--- config.mk ---
export PLATFORM = sky130hd
export DESIGN_NAME = sc_backg_lane_sequencer
export DESIGN_NICKNAME = d
export VERILOG_FILES = /design/src/rtl/sc_backg_pkg.sv /design/src/rtl/sc_backg_tick_prescaler.sv /design/src/rtl/sc_backg_lane_sequencer.sv
export SDC_FILE = /design/constraint.sdc
export NUM_CORES = 1
export LEC_CHECK = 0
export ABC_AREA = 1
export CAP_MARGIN = 20
export CELL_PAD_IN_SITES_DETAIL_PLACEMENT = 1
export CELL_PAD_IN_SITES_GLOBAL_PLACEMENT = 2
export CORE_MARGIN = 1.5
export CORE_UTILIZATION = 36
export CTS_BUF_LIST = sky130_fd_sc_hd__clkbuf_4 sky130_fd_sc_hd__clkbuf_8
export DETAILED_ROUTE_END_ITERATION = 12
export MAX_ROUTING_LAYER = met4
export PLACE_DENSITY_LB_ADDON = 0.1
export SYNTH_ARGS = -nofsm -noshare
export SYNTH_HDL_FRONTEND = slang
export SYNTH_SLANG_ARGS = --single-unit
--- constraint.sdc ---
create_clock -name SC_LastRegBACKGTYPE_CLOCK_50 -period 2.1 [get_ports SC_LastRegBACKGTYPE_CLOCK_50]
set_input_delay 0.42 -clock SC_LastRegBACKGTYPE_CLOCK_50 [delete_from_list [all_inputs] [get_ports SC_LastRegBACKGTYPE_CLOCK_50]]
set_output_delay 0.42 -clock SC_LastRegBACKGTYPE_CLOCK_50 [all_outputs]
set_load 0.03 [all_outputs]
--- src/rtl/sc_backg_pkg.sv ---
// sc_backg_pkg: shared state, shift-code and level encodings for the background-lane sequencer
package sc_backg_pkg;
    typedef enum logic [1:0] {IDLE, LOAD, MERGE, RUN} seqState_t;
    localparam logic [1:0] SHIFT_HOLD  = 2'b00;
    localparam logic [1:0] SHIFT_LEFT  = 2'b01;
    localparam logic [1:0] SHIFT_RIGHT = 2'b10;
    localparam logic [1:0] LEVEL0 = 2'd0;
    localparam logic [1:0] LEVEL1 = 2'd1;
    localparam logic [1:0] LEVEL2 = 2'd2;
    localparam logic [1:0] LEVEL3 = 2'd3;
endpackage

--- src/rtl/sc_backg_tick_prescaler.sv ---
// sc_backg_tick_prescaler: free-running divider emitting a one-cycle tick at count == period-1
module sc_backg_tick_prescaler #(
    parameter int PERIOD_WIDTH = 26
) (
    input  logic                    SC_LastRegBACKGTYPE_CLOCK_50,
    input  logic                    SC_LastRegBACKGTYPE_RESET_InHigh,
    input  logic                    clear,
    input  logic                    enable,
    input  logic [PERIOD_WIDTH-1:0] period,
    output logic                    tick
);
    logic [PERIOD_WIDTH-1:0] count;
    logic                    atEnd;

    assign atEnd = count == period - PERIOD_WIDTH'(1);
    // clear has priority so a tick coinciding with a level change or game over is dropped
    assign tick  = enable && !clear && atEnd;

    always_ff @(posedge SC_LastRegBACKGTYPE_CLOCK_50 or posedge SC_LastRegBACKGTYPE_RESET_InHigh) begin
        if (SC_LastRegBACKGTYPE_RESET_InHigh) count <= '0;
        else if (clear)                       count <= '0;
        else if (enable)                      count <= atEnd ? '0 : count + PERIOD_WIDTH'(1);
    end
endmodule

--- src/rtl/sc_backg_lane_sequencer.sv ---
// sc_backg_lane_sequencer: sequences start, level loads and paced scrolling of the last background lane register
module sc_backg_lane_sequencer
    import sc_backg_pkg::*;
#(
    parameter int         PERIOD_WIDTH = 26,
    parameter int         PERIOD_L0    = 25000000,
    parameter int         PERIOD_L1    = 18750000,
    parameter int         PERIOD_L2    = 12500000,
    parameter int         PERIOD_L3    = 6250000,
    parameter logic [3:0] LEVEL_DIR    = 4'b0101
) (
    input  logic       SC_LastRegBACKGTYPE_CLOCK_50,
    input  logic       SC_LastRegBACKGTYPE_RESET_InHigh,
    input  logic       start_InLow,
    input  logic       levelup_In,
    input  logic       gameover_In,
    input  logic       pause_In,
    output logic       clear_OutLow,
    output logic       load_OutLow,
    output logic       loadfinal_OutLow,
    output logic [1:0] shiftselection_OutBUS,
    output logic [1:0] transitioncounter_OutBUS,
    output logic       running_Out,
    output logic       levelwrap_Out
);
    seqState_t               state, nState;
    logic [1:0]              level, nLevel, dirCode;
    logic                    wrap, tick, prescClear, prescEnable;
    logic [PERIOD_WIDTH-1:0] period;

    assign period = level == LEVEL0 ? PERIOD_WIDTH'(PERIOD_L0) :
                    level == LEVEL1 ? PERIOD_WIDTH'(PERIOD_L1) :
                    level == LEVEL2 ? PERIOD_WIDTH'(PERIOD_L2) : PERIOD_WIDTH'(PERIOD_L3);
    assign dirCode     = LEVEL_DIR[level] ? SHIFT_LEFT : SHIFT_RIGHT;
    assign prescClear  = state != RUN || levelup_In || gameover_In;
    assign prescEnable = state == RUN && !pause_In;

    sc_backg_tick_prescaler #(.PERIOD_WIDTH(PERIOD_WIDTH)) prescaler (
        .SC_LastRegBACKGTYPE_CLOCK_50    (SC_LastRegBACKGTYPE_CLOCK_50),
        .SC_LastRegBACKGTYPE_RESET_InHigh(SC_LastRegBACKGTYPE_RESET_InHigh),
        .clear                           (prescClear),
        .enable                          (prescEnable),
        .period                          (period),
        .tick                            (tick)
    );

    always_comb begin
        nState = state;
        nLevel = level;
        wrap   = 1'b0;
        case (state)
            IDLE:    if (!start_InLow) begin nState = LOAD; nLevel = LEVEL0; end
            LOAD:    nState = MERGE;
            MERGE:   nState = RUN;
            RUN:     if (levelup_In) begin nState = LOAD; nLevel = level + 2'd1; wrap = level == LEVEL3; end
            default: nState = IDLE;
        endcase
        // game over outranks level-up in every active state
        if (gameover_In && state != IDLE) begin
            nState = IDLE;
            nLevel = LEVEL0;
            wrap   = 1'b0;
        end
    end

    // outputs are registered from the next state so every strobe is glitch-free
    always_ff @(posedge SC_LastRegBACKGTYPE_CLOCK_50 or posedge SC_LastRegBACKGTYPE_RESET_InHigh) begin
        if (SC_LastRegBACKGTYPE_RESET_InHigh) begin
            state                 <= IDLE;
            level                 <= LEVEL0;
            clear_OutLow          <= 1'b0;
            load_OutLow           <= 1'b1;
            loadfinal_OutLow      <= 1'b1;
            shiftselection_OutBUS <= SHIFT_HOLD;
            running_Out           <= 1'b0;
            levelwrap_Out         <= 1'b0;
        end else begin
            state                 <= nState;
            level                 <= nLevel;
            clear_OutLow          <= nState != IDLE;
            load_OutLow           <= nState != LOAD;
            loadfinal_OutLow      <= nState != MERGE;
            shiftselection_OutBUS <= tick ? dirCode : SHIFT_HOLD;
            running_Out           <= nState == RUN;
            levelwrap_Out         <= wrap;
        end
    end

    assign transitioncounter_OutBUS = level;
endmodule

==> results.yml <==
logic_synthesis:
  yosys_register_bits: 37
  synth_warnings: 0
  synthesis.area_sq_um: 2466
  synth_area_per_cell_sq_um: 7.473
  async_reset_ff_share_pct: 100.0
  synthFlopType: "dfrtp_1"
  synth_cells: 330
  syn-num-nets: 342
  synth_cell_types: 31
  synth_edf_count: 0
  ys_seq_area_share_pct: 37.65
clock_network:
  clk_latency_ps: 290
  cts_tree: "yes"
  clock-sinks: 37
  cts_hold_buffers: 0
  cts_buffer_depth: 2
  clk_pin_slew_ps: 80
  post_cts_buffers: 0
  cts_root_buf: "clkbuf_8"
  cts_buffers: 5
  cts_max_level: 2
timing:
  post-route-min-period_ps: 1920
  setup_violations: 0
  post-route-period-util_pct: 91.43
  fmax_mhz: 520.8
  tightest_slew_ps: 386.5
  hold_viol: 0
  slew_violations: 0
  worst_slack_ps: 180.0
  slew_headroom_pct: 74.23
  finClkSkew_ps: 7.332
setup_path:
  r2r_cells: 12
  crit_fanout: 10
  cp_slowest_stage_delay_ps: 350
  cp-start-kind: "flip-flop"
  cp_num_cells: 12
  critPathRequiredTime_ps: 2280
  cp_slowest_cell: "dfrtp_1"
  endpoint: "prescaler.count[0]"
  path_cells: "inv_1 > buf_4 > ha_1 > nor2_2 > nand2_1 > nand2_1 > nand2_1 > nor2_2 > nand3_2 > nand2_4 > clkbuf_16 > o21ai_2"
  crit_path_start: "transitioncounter_OutBUS[0]"
  r2r_end: "prescaler.count[0]"
  worstPathArrival_ps: 2100
  worst_setup_path_end_kind: "flip-flop"
  r2r_slack_ps: 180
  critPathKind: "reg -> reg"
  worst-path-buf-inv: 3
  r2r_start: "transitioncounter_OutBUS[0]"
  cp_top_family: "simple AND/OR/NAND/NOR gates"
  cp_common_cell: "nand2_1"
placement:
  gp_congestion: 0.7863
  dp_cells: 424
  port_buffers: 14
  pre_cts_slack_ps: 142.3
  place_hpwl_um: 5201
detailed_routing:
  drtIter0Drc: 75
  drtAntennaViolNets: 0
  wl_per_cell_um: 15.73
  first_pass_iters: 4
  wirelength_um: 6811
  num_vias: 2150
  drcViolationCount: 0
  routed_via_density: 4.965
global_routing:
  grt_max_degree: 38
  grt_pass1_wl_um: 11330
  grt_pass1_vias: 2249
  grt.total_usage_pct: 20.80
  antenna_found_initial: 0
  overflow: 0
floorplan:
  ios: 15
  die_h_um: 85.77
  die_area_sq_um: 7356
  die-width_um: 85.77
  core_area_sq_um: 6495
  rows: 29
  start_util_pct: 37.97
hold_path:
  min_path_type: "in -> async"
power_and_ir_drop:
  ir_drop_v: 0.0003331
  power_density_nw_per_um2: 525.0
  p_leak_nw: 1.213
run:
  maxCapViolCount: 0
finish:
  synthToLayoutAreaGrowth_pct: 16.08
  fin_nets: 367
  drive_gt1_share_pct: 17.98
  final_cell_mix: "nand2_1 (109), nor2_1 (42), dfrtp_1 (35)"
  regArea_sq_um: 928.4
  layout_commonest_cell: "nand2_1"
  antenna_cells: 0
  layout.cells.non_filler: 433
  fillers: 820
  multiInputGateArea_sq_um: 1361
run_status:
  status: "finished clean"
-- metrics by stage --
stage                     TNS [ps]  hold WS (ps)  cell area [sq um]  utilization, %  total power, mW
after floorplan                  0         487.7               2466               -           0.8893
after global placement           0         519.9               2739           42.17           0.9661
after detailed placement         0         525.0               2739           42.17           0.9737
after CTS                        0         500.2               2830           43.58            1.525
after global routing        -21.25         537.3               2863           44.08            1.569
final                            0         487.8               2863           44.08            1.503
-- report_power, final --
part           switching [mW]  internal [mW]  total [mW]  leakage (nW)
Sequential             0.0149          0.740       0.755         0.505
Clock                   0.270          0.275       0.545        0.0498
Combinational           0.128         0.0740       0.202         0.659
-- worst min-delay path by stage --
stage	start	end	slack (ps)	depth (start not counted)
floorplan	prescaler.count[25]	prescaler.count[25]	490	2
global placement	prescaler.count[25]	prescaler.count[25]	520	2
detailed placement	prescaler.count[25]	prescaler.count[25]	530	2
CTS	SC_LastRegBACKGTYPE_RESET_InHigh	running_Out	500	3
global route	SC_LastRegBACKGTYPE_RESET_InHigh	state[0]	540	3
finish	SC_LastRegBACKGTYPE_RESET_InHigh	clear_OutLow	490	3
-- sequential cells by signal, indices dropped and copies added (netlist names) --
name / cells
transitioncounter_OutBUS: 2
clear_OutLow: 1
levelwrap_Out: 1
loadfinal_OutLow: 1
prescaler.count: 26
running_Out: 1
shiftselection_OutBUS: 2
state: 2
load_OutLow: 1
-- tightest hold or removal path, cell delays in order --
cell and delay (ps):
clkdlybuf4s50_1 400, inv_1 100, buf_12 240
-- synthesized netlist by cell type, types with 2 or more instances --
library cell	number	share of area (%)
a21oi_1	3	0.61
buf_4	2	0.61
buf_6	3	1.4
dfrtp_1	35	36
dfstp_2	2	2.1
ha_1	6	3.0
inv_1	31	4.7
inv_2	4	0.61
nand2_1	109	17
nand2_2	4	1.0
nand3_1	16	3.2
nand3_2	4	1.6
nand3b_1	2	0.61
nand4_1	4	1.0
nor2_1	42	6.4
nor2_2	5	1.3
nor2_4	5	2.3
nor3_1	2	0.41
o21ai_0	3	0.61
o21ai_1	3	0.61
o21ai_2	20	7.1
o21bai_1	3	0.91
xnor2_1	2	0.71
xor2_1	13	4.6
-- kinds of logic (layout without fill, tap and decap cells) --
logic type	Yosys count	in the layout	synth area share, %
multiplexers	1	1	0.4059
XOR/XNOR	15	15	5.327
AO/OA/AOI/OAI	35	35	10.76
buffers and inverters	41	67	7.457
flip-flops	37	37	37.65
adder cells (fa/ha/maj)	6	6	3.044
AND/OR/NAND/NOR	195	195	35.36
-- what timing repair did --
item                                   4_1_cts  5_1_grt
endpoints found under the hold margin        0        0
setup endpoints to repair                    0       20
gates resized for setup                      0        2
-- final cells by class --
class                   count  area share (%)
clock buffers               8           3.191
repair buffers             23           8.741
inverters                  36           4.720
flip-flops and latches     37           32.43
well taps                  77           3.365
multi-input cells         252           47.55
-- routing by layer --
layer / track usage, % / part of all wire [%] / vias up
met1: 27.54 / 49 / 1028
met5: - / 0 / -
met2: 32.86 / 46 / 27
li1: - / - / 1087
met3: 3.561 / 3.1 / 8
met4: 6.012 / 1.1 / 0
Note: power is estimated with default switching activity, not from simulation.
